<file path="src/rtl/multicycle_control_if.sv">
// Control-unit <-> datapath/memory bundle: opcode and memory handshake in,
// every datapath mux select and write enable out.
interface multicycle_control_if;
  logic [5:0] opcode;
  logic       mem_ready;
  logic       mem_req;
  logic       mem_we;
  logic       iord;
  logic       ir_write;
  logic       pc_write;
  logic       pc_write_cond;
  logic       bneq;
  logic [1:0] pc_source;
  logic       alu_src_a;
  logic [1:0] alu_src_b;
  logic [1:0] alu_op;
  logic       imm_zext;
  logic       lui;
  logic [1:0] reg_dst;
  logic       mem_to_reg;
  logic       reg_write;
  logic       illegal;
  logic [3:0] state;

  // control unit side
  modport master (
    input  opcode, mem_ready,
    output mem_req, mem_we, iord, ir_write, pc_write, pc_write_cond, bneq,
           pc_source, alu_src_a, alu_src_b, alu_op, imm_zext, lui, reg_dst,
           mem_to_reg, reg_write, illegal, state
  );

  // datapath / memory side
  modport slave (
    output opcode, mem_ready,
    input  mem_req, mem_we, iord, ir_write, pc_write, pc_write_cond, bneq,
           pc_source, alu_src_a, alu_src_b, alu_op, imm_zext, lui, reg_dst,
           mem_to_reg, reg_write, illegal, state
  );
endinterface

</file>
<file path="src/rtl/multicycle_control.sv">
// Multi-cycle MIPS-subset control FSM. Moore outputs decoded from the state
// register; only the FETCH-cycle IR/PC loads look at mem_ready. All outputs
// are held at 0 while rst_n is low.
module multicycle_control #(
  parameter bit HALT_ON_ILLEGAL = 1'b1,
  parameter bit ZERO_EXT_ORI    = 1'b1
) (
  input  logic                 clk,
  input  logic                 rst_n,
  multicycle_control_if.master bus
);

  localparam logic [3:0] S_FETCH   = 4'd0;
  localparam logic [3:0] S_DECODE  = 4'd1;
  localparam logic [3:0] S_MEMADR  = 4'd2;
  localparam logic [3:0] S_MEMRD   = 4'd3;
  localparam logic [3:0] S_MEMWB   = 4'd4;
  localparam logic [3:0] S_MEMWR   = 4'd5;
  localparam logic [3:0] S_REX     = 4'd6;
  localparam logic [3:0] S_RWB     = 4'd7;
  localparam logic [3:0] S_BR      = 4'd8;
  localparam logic [3:0] S_JMP     = 4'd9;
  localparam logic [3:0] S_JALS    = 4'd10;
  localparam logic [3:0] S_IEX     = 4'd11;
  localparam logic [3:0] S_IWB     = 4'd12;
  localparam logic [3:0] S_LUIS    = 4'd13;
  localparam logic [3:0] S_ILLEGAL = 4'd14;

  localparam logic [5:0] OP_RTYPE = 6'b000000;
  localparam logic [5:0] OP_LW    = 6'b100011;
  localparam logic [5:0] OP_SW    = 6'b101011;
  localparam logic [5:0] OP_BEQ   = 6'b000100;
  localparam logic [5:0] OP_BNE   = 6'b000101;
  localparam logic [5:0] OP_J     = 6'b000010;
  localparam logic [5:0] OP_JAL   = 6'b000011;
  localparam logic [5:0] OP_ORI   = 6'b001101;
  localparam logic [5:0] OP_LUI   = 6'b001111;

  logic [3:0] state_q, state_d;

  // state register; reset wins over any transition, including ILLEGAL
  always_ff @(posedge clk) begin
    if (!rst_n) state_q <= S_FETCH;
    else        state_q <= state_d;
  end

  // next-state: opcode only matters in DECODE/MEMADR, mem_ready only in memory states
  always_comb begin
    state_d = state_q;
    case (state_q)
      S_FETCH:  if (bus.mem_ready) state_d = S_DECODE;
      S_DECODE: begin
        case (bus.opcode)
          OP_RTYPE:      state_d = S_REX;
          OP_LW, OP_SW:  state_d = S_MEMADR;
          OP_BEQ, OP_BNE: state_d = S_BR;
          OP_J:          state_d = S_JMP;
          OP_JAL:        state_d = S_JALS;
          OP_ORI:        state_d = S_IEX;
          OP_LUI:        state_d = S_LUIS;
          default:       state_d = S_ILLEGAL;
        endcase
      end
      S_MEMADR:  state_d = (bus.opcode == OP_SW) ? S_MEMWR : S_MEMRD;
      S_MEMRD:   if (bus.mem_ready) state_d = S_MEMWB;
      S_MEMWR:   if (bus.mem_ready) state_d = S_FETCH;
      S_REX:     state_d = S_RWB;
      S_IEX:     state_d = S_IWB;
      S_MEMWB, S_RWB, S_BR, S_JMP, S_JALS, S_IWB, S_LUIS: state_d = S_FETCH;
      S_ILLEGAL: state_d = HALT_ON_ILLEGAL ? S_ILLEGAL : S_FETCH;
      default:   state_d = S_FETCH;  // unused code 15 recovers
    endcase
  end

  // output decode; everything forced low while in reset
  always_comb begin
    bus.mem_req       = 1'b0;
    bus.mem_we        = 1'b0;
    bus.iord          = 1'b0;
    bus.ir_write      = 1'b0;
    bus.pc_write      = 1'b0;
    bus.pc_write_cond = 1'b0;
    bus.bneq          = 1'b0;
    bus.pc_source     = 2'b00;
    bus.alu_src_a     = 1'b0;
    bus.alu_src_b     = 2'b00;
    bus.alu_op        = 2'b00;
    bus.imm_zext      = 1'b0;
    bus.lui           = 1'b0;
    bus.reg_dst       = 2'b00;
    bus.mem_to_reg    = 1'b0;
    bus.reg_write     = 1'b0;
    bus.illegal       = 1'b0;
    bus.state         = rst_n ? state_q : 4'd0;
    if (rst_n) begin
      case (state_q)
        S_FETCH: begin
          bus.mem_req   = 1'b1;
          bus.alu_src_b = 2'b01;
          // IR and PC+4 land together on the cycle the fetch completes
          bus.ir_write  = bus.mem_ready;
          bus.pc_write  = bus.mem_ready;
        end
        S_DECODE: bus.alu_src_b = 2'b11;  // branch target into ALUOut
        S_MEMADR: begin
          bus.alu_src_a = 1'b1;
          bus.alu_src_b = 2'b10;
        end
        S_MEMRD: begin
          bus.mem_req = 1'b1;
          bus.iord    = 1'b1;
        end
        S_MEMWB: begin
          bus.reg_write  = 1'b1;
          bus.mem_to_reg = 1'b1;
        end
        S_MEMWR: begin
          bus.mem_req = 1'b1;
          bus.mem_we  = 1'b1;
          bus.iord    = 1'b1;
        end
        S_REX: begin
          bus.alu_src_a = 1'b1;
          bus.alu_op    = 2'b10;
        end
        S_RWB: begin
          bus.reg_write = 1'b1;
          bus.reg_dst   = 2'b01;
        end
        S_BR: begin
          bus.alu_src_a     = 1'b1;
          bus.alu_op        = 2'b01;
          bus.pc_write_cond = 1'b1;
          bus.pc_source     = 2'b01;
          bus.bneq          = bus.opcode[0];  // bne = 000101, beq = 000100
        end
        S_JMP: begin
          bus.pc_write  = 1'b1;
          bus.pc_source = 2'b10;
        end
        S_JALS: begin
          // PC already holds PC+4, so r31 gets it while PC takes the jump target
          bus.pc_write  = 1'b1;
          bus.pc_source = 2'b10;
          bus.reg_write = 1'b1;
          bus.reg_dst   = 2'b10;
        end
        S_IEX: begin
          bus.alu_src_a = 1'b1;
          bus.alu_src_b = 2'b10;
          bus.alu_op    = 2'b11;
          bus.imm_zext  = ZERO_EXT_ORI;
        end
        S_IWB: begin
          bus.reg_write = 1'b1;
          bus.imm_zext  = ZERO_EXT_ORI;
        end
        S_LUIS: begin
          bus.reg_write = 1'b1;
          bus.lui       = 1'b1;
        end
        S_ILLEGAL: bus.illegal = 1'b1;
        default: ;
      endcase
    end
  end

endmodule

</file>
<file path="src/flat_wrapper.sv">
// flat-port wrapper written by rule: the top's interface ports become plain ports
module multicycle_control_flat 
#(
  parameter bit HALT_ON_ILLEGAL = 1'b1,
  parameter bit ZERO_EXT_ORI    = 1'b1
)
  (clk, rst_n, bus_opcode, bus_mem_ready, bus_mem_req, bus_mem_we, bus_iord, bus_ir_write, bus_pc_write, bus_pc_write_cond, bus_bneq, bus_pc_source, bus_alu_src_a, bus_alu_src_b, bus_alu_op, bus_imm_zext, bus_lui, bus_reg_dst, bus_mem_to_reg, bus_reg_write, bus_illegal, bus_state);
  multicycle_control_if bus_i ();
  input  logic clk;
  input  logic rst_n;
  input wire logic [$bits(bus_i.opcode)-1:0] bus_opcode;
  input wire logic [$bits(bus_i.mem_ready)-1:0] bus_mem_ready;
  output wire logic [$bits(bus_i.mem_req)-1:0] bus_mem_req;
  output wire logic [$bits(bus_i.mem_we)-1:0] bus_mem_we;
  output wire logic [$bits(bus_i.iord)-1:0] bus_iord;
  output wire logic [$bits(bus_i.ir_write)-1:0] bus_ir_write;
  output wire logic [$bits(bus_i.pc_write)-1:0] bus_pc_write;
  output wire logic [$bits(bus_i.pc_write_cond)-1:0] bus_pc_write_cond;
  output wire logic [$bits(bus_i.bneq)-1:0] bus_bneq;
  output wire logic [$bits(bus_i.pc_source)-1:0] bus_pc_source;
  output wire logic [$bits(bus_i.alu_src_a)-1:0] bus_alu_src_a;
  output wire logic [$bits(bus_i.alu_src_b)-1:0] bus_alu_src_b;
  output wire logic [$bits(bus_i.alu_op)-1:0] bus_alu_op;
  output wire logic [$bits(bus_i.imm_zext)-1:0] bus_imm_zext;
  output wire logic [$bits(bus_i.lui)-1:0] bus_lui;
  output wire logic [$bits(bus_i.reg_dst)-1:0] bus_reg_dst;
  output wire logic [$bits(bus_i.mem_to_reg)-1:0] bus_mem_to_reg;
  output wire logic [$bits(bus_i.reg_write)-1:0] bus_reg_write;
  output wire logic [$bits(bus_i.illegal)-1:0] bus_illegal;
  output wire logic [$bits(bus_i.state)-1:0] bus_state;
  assign bus_i.opcode = bus_opcode;
  assign bus_i.mem_ready = bus_mem_ready;
  assign bus_mem_req = bus_i.mem_req;
  assign bus_mem_we = bus_i.mem_we;
  assign bus_iord = bus_i.iord;
  assign bus_ir_write = bus_i.ir_write;
  assign bus_pc_write = bus_i.pc_write;
  assign bus_pc_write_cond = bus_i.pc_write_cond;
  assign bus_bneq = bus_i.bneq;
  assign bus_pc_source = bus_i.pc_source;
  assign bus_alu_src_a = bus_i.alu_src_a;
  assign bus_alu_src_b = bus_i.alu_src_b;
  assign bus_alu_op = bus_i.alu_op;
  assign bus_imm_zext = bus_i.imm_zext;
  assign bus_lui = bus_i.lui;
  assign bus_reg_dst = bus_i.reg_dst;
  assign bus_mem_to_reg = bus_i.mem_to_reg;
  assign bus_reg_write = bus_i.reg_write;
  assign bus_illegal = bus_i.illegal;
  assign bus_state = bus_i.state;
  multicycle_control #(.HALT_ON_ILLEGAL(HALT_ON_ILLEGAL), .ZERO_EXT_ORI(ZERO_EXT_ORI)) u_core (.clk(clk), .rst_n(rst_n), .bus(bus_i));
endmodule
</file>
<file path="config.mk">
export PLATFORM = sky130hd
export DESIGN_NAME = multicycle_control_flat
export DESIGN_NICKNAME = d
export VERILOG_FILES = /design/src/rtl/multicycle_control_if.sv /design/src/rtl/multicycle_control.sv /design/src/flat_wrapper.sv
export SDC_FILE = /design/constraint.sdc
export NUM_CORES = 1
export LEC_CHECK = 0
export ABC_AREA = 1
export CAP_MARGIN = 30
export CORE_UTILIZATION = 40
export DETAILED_ROUTE_END_ITERATION = 6
export PLACE_DENSITY_LB_ADDON = 0.3
export RECOVER_POWER = 50
export SKIP_CTS_REPAIR_TIMING = 1
export SLEW_MARGIN = 5
export SYNTH_ARGS = -nofsm -noshare
export SYNTH_HDL_FRONTEND = slang
export SYNTH_SLANG_ARGS = --single-unit
</file>
<file path="constraint.sdc">
create_clock -name clk -period 2.65 [get_ports clk]
set_clock_uncertainty 0.15 [all_clocks]
set_input_delay 0.53 -clock clk [delete_from_list [all_inputs] [get_ports clk]]
set_output_delay 0.53 -clock clk [all_outputs]
set_load 0.01 [all_outputs]
</file>
==> metrics.md, run 1 <==
| Metric | Value |
|---|---|
| I/O Pins | `34` |
| IO Port Bufs | `33` |
| Critical path launch point type | `flop` |
| Largest regs | `u_core.state_q (4)` |
| Vias in the first global route | `about 840` |
| XOR/XNOR Fraction of Synth Area | `0%` |
| Core Util, Final | `between 60 and 70%` |
| Worst Path Required | `~2000 ps` |
| Logic pwr share | `73.0%` |
| Main combinational cell family by area after synthesis | `simple AND/OR/NAND/NOR gates` |
| Net switching power | `around 0.00040 W` |
| # setup viols final | `0` |
| Met3 wire len | `between 90 and 100 um` |
| Inst Count DP | `a little under 200` |
| Endpoint class of the critical path | `output port` |
| HPWL after DPL | `around 1.8 mm` |
| Worst Tran Pin Value | `484 ps` |
| DR WL/cell | `approximately 11 um` |
| Mapped Cells | `around 140` |
| Post-Synth Simple-Gate Area | `a little over 60%` |
| Adder-cell share of the synthesized area | `0%` |
| Syn avg cell area | `5.38 um2` |
| Max layer used | `met3` |
| Final Wtd Congestion | `between 0.9 and 1` |
| H-tree Lvls | `1` |
| Synthesized flop and latch total | `4` |
| Initial Util | `approximately 42%` |
| Cell with the most instances after synthesis | `nand2_1` |
| Status | `complete, no violations` |
| Aggregate global routing overflow | `0` |
| Clock transition at the registers of the reported paths | `40 ps` |
| First-pass GRT wire length | `~3.4 mm` |
| Num Clock Sinks | `4` |
| Cell accounting for the most synthesized area | `nand2_1` |
| Total routing usage reported by global routing | `a little over a fifth` |
| Synth warn | `0` |
| Longest Clk Path Bufs | `2` |
| Clock Power Share | `slightly below 10%` |
| Post-Syn Area | `roughly 730 um2` |
| Max-slew violations | `0` |
| Worst Setup Path Type | `flop to output port` |
| Die ar. | `between 1500 and 2000 um2` |
| Tmin final | `between 2000 and 3000 ps` |
| Async S/R FF share, synth | `0%` |
| Chip height | `around 45 um` |
| Net switching share of the total power | `a little over half` |
| WL met1 | `907 um` |
| Antenna violations before repair | `0` |
| Total number of vias | `between 900 and 1,000` |
| Final Non-Filler Cells | `199` |
| P per Cell Area | `just under 700 nW/um2` |
| DR vias/cell | `between 4 and 5` |
| Post-synthesis compound-gate area fraction | `9.66%` |
| Total CTS buffers | `3` |
| CORE AREA | `approximately 1700 um2` |
| Residual DRC count | `0` |
| Number of flops mapped to enable cells by yosys | `0` |
| Cell internal pwr | `0.000364 W` |
| Starting DRT DRC Count | `28` |
| CP most frequent cell | `nand2_2` |
| Fmax | `around 390 MHz` |
| Hold Vio Cnt, Final | `0` |
| Max-cap violations | `0` |
| Reg power frac | `17.3%` |
| Layout net count | `~190` |
| Met2 wire length | `1.10 mm` |
| Multiplexer share of the synthesized area | `0%` |
| Tightest Hold Check Type | `flop to flop` |
| Cell variety after synth | `26` |
| Clock root buffer | `clkbuf_4` |
| Length of the first detailed-routing pass in iterations | `4` |
| Share of layout cells above drive strength 1 | `19.5%` |
| # diodes | `0` |
| Worst-path cell chain | `clkinv_2 > nor2_4 > nand2_2 > nand2_2 > nor2_2 > nor2_1 > clkdlybuf4s50_1` |
| CP Data Arrival Time | `~1900 ps` |
| TritonCTS clock tree | `yes` |
| Wirelength, routed | `roughly 2.1 mm` |
| Worst-skew pair later-pin latency | `roughly 230 ps` |
| Worst-path maximum fanout | `4` |
| Most flop-heavy register | `u_core.state_q` |
| Top_reg_cell synth | `dfxtp_1` |
| Dominant cells by area after synthesis | `nand2_1 (18%), nor2_1 (12%), dfxtp_1 (11%)` |
| Static Leak | `0.649 nW` |
| Tcrit/Tclk final | `97.1%` |
| Area Overhead vs Synth | `55.9%` |
| Sequential share of the synthesized area | `11.0%` |
| Slowest CP cell | `dfxtp_1` |
| Routed Antenna Nets | `0` |
| Maximum vdd drop | `roughly 0.27 mV` |
| Sum of negative setup slack | `0 ps` |
| Slew headroom | `between 60% and 70%` |
| Hold Worst Slack | `443 ps` |
| Max incr delay on CP | `roughly 540 ps` |
| Die X-Extent | `about 45 um` |
| Row count | `15` |
| Max reg flops | `4` |
| Syn_nets | `about 140` |
| Largest net degree at the start of global routing | `9` |
| Commonest cells post-synth | `nand2_1 (35), nor2_1 (24), inv_1 (17)` |
| Top-area cell type share of the netlist area | `between 10% and 20%` |
power groups by stage:
stage	logic (W)	clock network [W]	registers (W)
4_1_cts	0.000572	0.0000773	0.000131
3_3_place_gp	0.000561	0	0.000131
2_1_floorplan	0.000404	0	0.000102
6_report	0.000561	0.0000746	0.000133
5_1_grt	0.000608	0.0000845	0.000136
3_5_place_dp	0.000569	0	0.000131
worst max-delay path: cells and delay by family, from the launching register on:
kind	cells	cell delay, ps
flip-flops	1	540
buffers and inverters	2	710
AND/OR/NAND/NOR	5	420
layout make-up:
class | instances | area (um2)
Timing Repair Buffer | 40 | 379
Multi-Input combinational cell | 104 | 527
Tap cell | 25 | 31.3
Clock buffer | 3 | 22.5
Inverter | 23 | 90.1
Sequential cell | 4 | 81.3
Fill cell | 165 | 577
path summary, 6_finish.rpt:
check               startpoint                 to  slack [ps]  depth (start not counted)
max          u_core.state_q[2]        bus_mem_req          80                          7
min          u_core.state_q[0]  u_core.state_q[0]         440                          4
max reg2reg  u_core.state_q[2]  u_core.state_q[0]        1030                          9
min reg2reg  u_core.state_q[0]  u_core.state_q[0]         440                          4
logic make-up after synthesis:
| kind of cell | Yosys count |
|---|---|
| and+or+nand+nor | 91 |
| buffers and inverters | 27 |
| AOI/OAI and AO/OA | 13 |
| DFF | 4 |
placed cells by master, fill, tap and decap left out, types with 6 or more instances in the layout:
| cell type | instances |
|---|---|
| nand2_1 | 35 |
| nor2_1 | 22 |
| clkdlybuf4s50_1 | 19 |
| inv_1 | 17 |
| nand3_1 | 11 |
| a21oi_1 | 7 |
| buf_4 | 6 |
routing by layer:
metal	track usage, %	vias to the layer above
met5	0	-
met4	1.82	0
met3	3.67	0
met2	39.1	25
met1	28.7	438
li1	-	498
metrics by stage:
| step | total power, W | instance area, um2 | worst slack, ps |
|---|---|---|---|
| after floorplan | 0.000507 | 726 | 744 |
| after global placement | 0.000692 | 1100 | -161 |
| after detailed placement | 0.000701 | 1100 | -201 |
| after CTS | 0.000780 | 1120 | -215 |
| after global routing | 0.000828 | 1130 | -0.840 |
| final | 0.000768 | 1130 | 77.8 |
(Power assumes the default switching activity.)
==> run 2, diff against run 1 <==
Settings changed: CTS_BUF_LIST from default to sky130_fd_sc_hd__clkbuf_2.
==> run 2 against run 1 <==
Net effect:
- maximum frequency increased by 0.98%
- critical path depth unchanged
- final area decreased by 1.0%
- critical path type unchanged
- critical endpoint unchanged
==> metrics.md, run 2 (synthesis results as in run 1) <==
| Metric | Value |
|---|---|
| Status | `complete, no violations` |
| Slew headroom | `67.7% (about the same)` |
| Slowest CP cell | `dfxtp_1` |
| # diodes | `0 (unchanged)` |
| Total number of vias | `960 (-0.10%)` |
| Chip height | `44.6 um (unchanged)` |
| Total routing usage reported by global routing | `22.0% (unchanged)` |
| Net switching share of the total power | `54.2% (+1.5 points)` |
| RSZ-0062 raised after global routing | `false` |
| # setup viols final | `0 (unchanged)` |
| First-pass GRT wire length | `3.37 mm (+0.42%)` |
| Worst setup path startpoint | `u_core.state_q[2]` |
| Initial Util | `42.5% (unchanged)` |
| Hold Path End | `u_core.state_q[0]` |
| Most frequent cells in the layout | `nand2_1 (35), nor2_1 (22), clkdlybuf4s50_1 (19)` |
| Vias in the first global route | `841 (+0.60%)` |
| Tightest Hold Check Type | `flop to flop` |
| Max incr delay on CP | `540 ps (about the same)` |
| Crit Reg-Reg Startpoint | `u_core.state_q[2]` |
| Worst-skew pair later-pin latency | `200 ps (-30 ps)` |
| Max reg flops | `4 (unchanged)` |
| Max-cap violations | `0 (unchanged)` |
| CP Data Arrival Time | `1870 ps (-20 ps)` |
| Area Overhead vs Synth | `54.3%` |
| Hold Vio Cnt, Final | `0 (unchanged)` |
| Worst hold start | `u_core.state_q[0]` |
| Worst-path maximum fanout | `4 (unchanged)` |
| Worst-path cell chain | `clkinv_2 > nor2_4 > nand2_2 > nand2_2 > nor2_2 > nor2_1 > clkdlybuf4s50_1` |
| Worst Setup Path Type | `flop to output port` |
| FF-to-FF End | `u_core.state_q[0]` |
| Worst Tran Pin Value | `483 ps (-0.367 ps)` |
| IO Port Bufs | `33 (unchanged)` |
| Tcrit/Tclk final | `96.1% (-0.95 points)` |
| Fmax | `393 MHz (+0.98%)` |
| Longest Clk Path Bufs | `2 (unchanged)` |
| Logic pwr share | `75.1% (+2.1 points)` |
| Row count | `15 (unchanged)` |
| Routed Antenna Nets | `0 (unchanged)` |
| Inst Count DP | `195 (unchanged)` |
| Die X-Extent | `44.6 um (unchanged)` |
| Antenna violations before repair | `0 (unchanged)` |
| Top delay family on crit path | `buffers and inverters` |
| Clock Power Share | `7.3% (-2.4 points)` |
| Commonest non-fill, non-tap cell in the layout | `nand2_1` |
| Largest net degree at the start of global routing | `9 (unchanged)` |
| HPWL after DPL | `1.76 mm (unchanged)` |
| Clock transition at the registers of the reported paths | `40 ps (about the same)` |
| P per Cell Area | `666 nW/um2 (-1.9%)` |
| Hold Worst Slack | `489 ps (+45.4 ps)` |
| Endpoint class of the critical path | `output port` |
| Final Non-Filler Cells | `199 (unchanged)` |
| Largest regs | `u_core.state_q (4)` |
| Wirelength, routed | `2.10 mm (-0.19%)` |
| Die ar. | `1990 um2 (unchanged)` |
| Net switching power | `0.000404 W (about the same)` |
| Tmin final | `2550 ps (-25.1 ps)` |
| Num Clock Sinks | `4 (unchanged)` |
| Max-slew violations | `0 (unchanged)` |
| CORE AREA | `1710 um2 (unchanged)` |
| Starting DRT DRC Count | `28 (unchanged)` |
| R2R setup slack | `1030 ps (about the same)` |
| Design area | `1120 um2 (-1.0%)` |
| Final Wtd Congestion | `0.902 (unchanged)` |
| Worst R2R Path Depth | `9 (unchanged)` |
| Clock root buffer | `clkbuf_2` |
| WHS Path Cells | `4 (unchanged)` |
| Worst Path Required | `1970 ps (about the same)` |
| TritonCTS clock tree | `yes` |
| Crit path buf inv count | `2 (unchanged)` |
| Length of the first detailed-routing pass in iterations | `4 (unchanged)` |
| DR WL/cell | `10.5 um (-0.19%)` |
| I/O Pins | `34 (unchanged)` |
| Reg power frac | `17.6% (+0.3 points)` |
| H-tree Lvls | `1 (unchanged)` |
| Total CTS buffers | `3 (unchanged)` |
| Cell internal pwr | `0.000342 W (-6.0%)` |
| CP most frequent cell | `nand2_2` |
| Residual DRC count | `0 (unchanged)` |
| DR vias/cell | `4.82 (-0.10%)` |
| Static Leak | `0.629 nW (-3.2%)` |
| Most flop-heavy register | `u_core.state_q` |
| Aggregate global routing overflow | `0 (unchanged)` |
| Critical path launch point type | `flop` |
| Layout net count | `185 (unchanged)` |
| Power, Total | `0.000746 W (-2.8%)` |
| Maximum vdd drop | `0.270 mV (about the same)` |
| Cell area after placement | `1100 um2 (unchanged)` |
| Share of layout cells above drive strength 1 | `19.0% (-0.57 points)` |
## run 2: cell count changes in the layout (fill, tap and decap cells not counted), sizes merged
cell,previous run,this run
clkdlybuf4s25,4,5
dlymetal6s2s,5,4
## run 2: worst reg2reg max path: stages (launching register included)
cell      delay (ps)
dfxtp_1          540
clkinv_2         170
nor2_4           130
nand2_2           80
nand2_2           70
nor2_2            50
nor2_4           120
nor3_2            50
o21ai_0           80
nand2_1           70
## run 2: power by group through the flow
stage          clock network (W)  logic (W)  registers (W)
5_1_grt                0.0000620   0.000608       0.000134
6_report               0.0000545   0.000561       0.000131
4_1_cts                0.0000554   0.000572       0.000130
2_1_floorplan                  0   0.000404       0.000102
3_3_place_gp                   0   0.000561       0.000131
3_5_place_dp                   0   0.000569       0.000131
## run 2: through the flow
| step | utilization (%) | TNS (ps) | setup WS, ps |
|---|---|---|---|
| detailed placement | 64.3 | -1230 | -201 |
| floorplan | - | 0 | 744 |
| global placement | 64.3 | -932 | -161 |
| CTS | 65.2 | -1260 | -215 |
| global route | 65.6 | 0 | 11.7 |
| finish | 65.6 | 0 | 103 |
## run 2: how the worst max path moves through the flow
stage,depth (start not counted),slack [ps],to
final,7,100,bus_mem_req
after global placement,7,-160,bus_reg_write
after floorplan,5,740,bus_reg_write
after CTS,7,-210,bus_reg_write
after detailed placement,7,-200,bus_reg_write
after global routing,7,10,bus_alu_src_b[1]
## run 2: area by class of cell
type,instances,area (um2)
clock buffers,3,15.0
fillers,169,588
inverters,23,90.1
multi-input cells,104,527
flip-flops and latches,4,80.1
well taps,25,31.3
repair buffers,40,377
## run 2: metal layers
metal  track usage [%]  share of wire (%)
met4              3.64                  0
met3              2.45                3.9
met1              28.5                 44
met5                 0                  0
met2              39.4                 52
==> run 3, diff against run 2 <==
Settings changed: ABC_AREA 1 to 0, CAP_MARGIN 30 to default.
==> run 3 against run 2 <==
Net effect:
- critical path depth is 1 lower
- critical endpoint is now bus_reg_write
- via count is 3.4% higher
- global-route usage is 3.3 points higher
- critical path type unchanged
- count of clock-buffer cells in the layout is the same
- worst setup slack got worse by 26 ps
- combinational power grew 14%
==> metrics.md, run 3 <==
| Metric | Value |
|---|---|
| Cell accounting for the most synthesized area | `dfxtp_1` |
| Starting DRT DRC Count | `26 (-7.1%)` |
| HPWL after DPL | `1.82 mm (+3.6%)` |
| Longest Clk Path Bufs | `2 (unchanged)` |
| Critical path launch point type | `flop` |
| R2R setup slack | `660 ps (-370 ps)` |
| Synthesized flop and latch total | `4 (unchanged)` |
| Total number of vias | `993 (+3.4%)` |
| Max-slew violations | `0 (unchanged)` |
| Worst Setup Path Type | `flop to output port` |
| Total CTS buffers | `3 (unchanged)` |
| Largest regs | `u_core.state_q (4)` |
| Die X-Extent | `44.2 um (-0.83%)` |
| Post-Syn Area | `713 um2 (-1.7%)` |
| Clock root buffer | `clkbuf_2` |
| H-tree Lvls | `1 (unchanged)` |
| Max layer used | `met3` |
| TritonCTS clock tree | `yes` |
| Total routing usage reported by global routing | `25.3% (+3.3 points)` |
| Power, Total | `0.000830 W (+11%)` |
| Initial Util | `45.2% (+2.7 points)` |
| Largest net degree at the start of global routing | `20 (+11)` |
| Layout net count | `168 (-9.2%)` |
| Vias in the first global route | `861 (+2.4%)` |
| Num Clock Sinks | `4 (unchanged)` |
| Status | `complete, no violations` |
| Most frequent cells in the layout | `clkdlybuf4s50_1 (25), nor2_1 (18), buf_4 (12)` |
| Tmin final | `2570 ps (+26.1 ps)` |
| Syn avg cell area | `6.10 um2 (+13%)` |
| Syn_nets | `126 (-13%)` |
| Async S/R FF share, synth | `0% (unchanged)` |
| Commonest non-fill, non-tap cell in the layout | `clkdlybuf4s50_1` |
| Endpoint class of the critical path | `output port` |
| Wirelength, routed | `2.27 mm (+8.2%)` |
| RSZ-0062 raised after global routing | `true` |
| Met3 wire len | `155 um (+89%)` |
| Top-area cell type share of the netlist area | `11.2% (-6.9 points)` |
| Aggregate global routing overflow | `0 (unchanged)` |
| Final Wtd Congestion | `0.922 (+2.3%)` |
| Antenna violations before repair | `0 (unchanged)` |
| Fmax | `389 MHz (-1.0%)` |
| Mapped Cells | `117 (-13%)` |
| Slowest CP cell | `clkdlybuf4s50_1` |
| Cell variety after synth | `36 (+38%)` |
| Sum of negative setup slack | `0 ps (unchanged)` |
| CORE AREA | `1580 um2 (-7.7%)` |
| Worst-skew pair later-pin latency | `200 ps (about the same)` |
| Tightest Hold Check Type | `flop to flop` |
| Number of flops mapped to enable cells by yosys | `0 (unchanged)` |
| Cell area after placement | `1120 um2 (+2.4%)` |
| # setup viols final | `0 (unchanged)` |
| # diodes | `0 (unchanged)` |
| Met2 wire length | `1.10 mm (about the same)` |
| Hold Vio Cnt, Final | `0 (unchanged)` |
| Maximum vdd drop | `0.570 mV (+110%)` |
| CP Data Arrival Time | `1890 ps (+20 ps)` |
| Clock transition at the registers of the reported paths | `40 ps (about the same)` |
| P per Cell Area | `733 nW/um2 (+9.9%)` |
| Worst-path maximum fanout | `10 (+6)` |
| Max incr delay on CP | `540 ps (about the same)` |
| Share of layout cells above drive strength 1 | `13.4% (-5.6 points)` |
| DR vias/cell | `5.74 (+19%)` |
| Design area | `1130 um2 (+1.1%)` |
| DR WL/cell | `13.1 um (+24%)` |
| Commonest cells post-synth | `nor2_1 (18), a21oi_1 (9), nor3_1 (9)` |
| Row count | `14 (-1)` |
| Max reg flops | `4 (unchanged)` |
| Cell with the most instances after synthesis | `nor2_1` |
| Residual DRC count | `0 (unchanged)` |
| Tcrit/Tclk final | `97.1% (+0.98 points)` |
| Length of the first detailed-routing pass in iterations | `6 (+2)` |
| I/O Pins | `34 (unchanged)` |
| Area Overhead vs Synth | `58.8%` |
| Top_reg_cell synth | `dfxtp_1` |
| Chip height | `44.2 um (-0.83%)` |
| First-pass GRT wire length | `3.74 mm (+11%)` |
| Die ar. | `1960 um2 (-1.7%)` |
| Routed Antenna Nets | `0 (unchanged)` |
| IO Port Bufs | `33 (unchanged)` |
| Sequential share of the synthesized area | `11.2% (+0.19 points)` |
| Max-cap violations | `0 (unchanged)` |
| Worst Tran Pin Value | `363 ps (-121 ps)` |
| WL met1 | `1.02 mm (+11%)` |
| Worst Path Required | `1970 ps (about the same)` |
| Worst-path cell chain | `buf_4 > nand2b_1 > o21ai_0 > a32oi_1 > nor2_1 > clkdlybuf4s50_1` |
| Most flop-heavy register | `u_core.state_q` |
| Slew headroom | `75.5% (+7.8 points)` |
| Static Leak | `0.460 nW (-27%)` |
| Dominant cells by area after synthesis | `dfxtp_1 (11%), nor2_1 (9.5%), a21oi_1 (6.3%)` |
| Synth warn | `0 (unchanged)` |
-- run 3: changes by cell type in the layout (fill, tap and decap cells not counted), sizes merged, moves of 7 or more --
cell	delta
inv	-17
nand2	-34
nand2b	+7
nand3	-10
nor2	-15
-- run 3: routing by layer --
layer,up-vias,track usage (%)
met4,0,7.88
met3,0,2.45
met5,-,0
met2,38,41.5
met1,455,34.9
li1,500,-
-- run 3: area by class of cell --
type | count | area (um2)
multi-input combinational | 98 | 577
fill | 137 | 444
timing repair buffer | 47 | 420
sequential | 4 | 81.3
tap | 16 | 20.0
inverter | 5 | 18.8
clock buffer | 3 | 15.0
-- run 3: power by group --
| group | switching (W) | internal, W |
|---|---|---|
| Combinational | 0.000324 | 0.000314 |
| Clock | 0.0000220 | 0.0000304 |
| Sequential | 0.0000535 | 0.0000855 |
| Total | 0.000400 | 0.000430 |
-- run 3: per-stage QoR --
| stage | setup slack, ps | util (%) | instances | hold slack, ps |
|---|---|---|---|---|
| 2_1_floorplan | 707 | - | 117 | 430 |
| 3_3_place_gp | -122 | 71.3 | 170 | 485 |
| 3_5_place_dp | -142 | 71.3 | 170 | 488 |
| 4_1_cts | -152 | 72.3 | 173 | 494 |
| 5_1_grt | -8.14 | 71.8 | 173 | 521 |
| 6_report | 76.8 | 71.8 | 173 | 486 |
-- run 3: final timing paths --
check | depth (start not counted) | startpoint | to
worst max-delay path | 6 | u_core.state_q[1] | bus_reg_write
worst min-delay path | 2 | u_core.state_q[0] | u_core.state_q[0]
worst max register to register | 5 | u_core.state_q[1] | u_core.state_q[2]
worst min register to register | 2 | u_core.state_q[0] | u_core.state_q[0]
-- run 3: cells by family after synthesis --
logic type	synth area share, %
XOR/XNOR	2.46
multiplexers	1.40
AND/OR/NAND/NOR	46.0
buffers and inverters	8.77
AO/OA/AOI/OAI	30.2
flip-flops	11.2
-- run 3: worst max-delay path: cells and delay by family (launching register included) --
kind                   cells  cell delay (ps)
buffers and inverters      2              760
and+or+nand+nor            2              170
AOI/OAI and AO/OA          2              310
DFF                        1              450
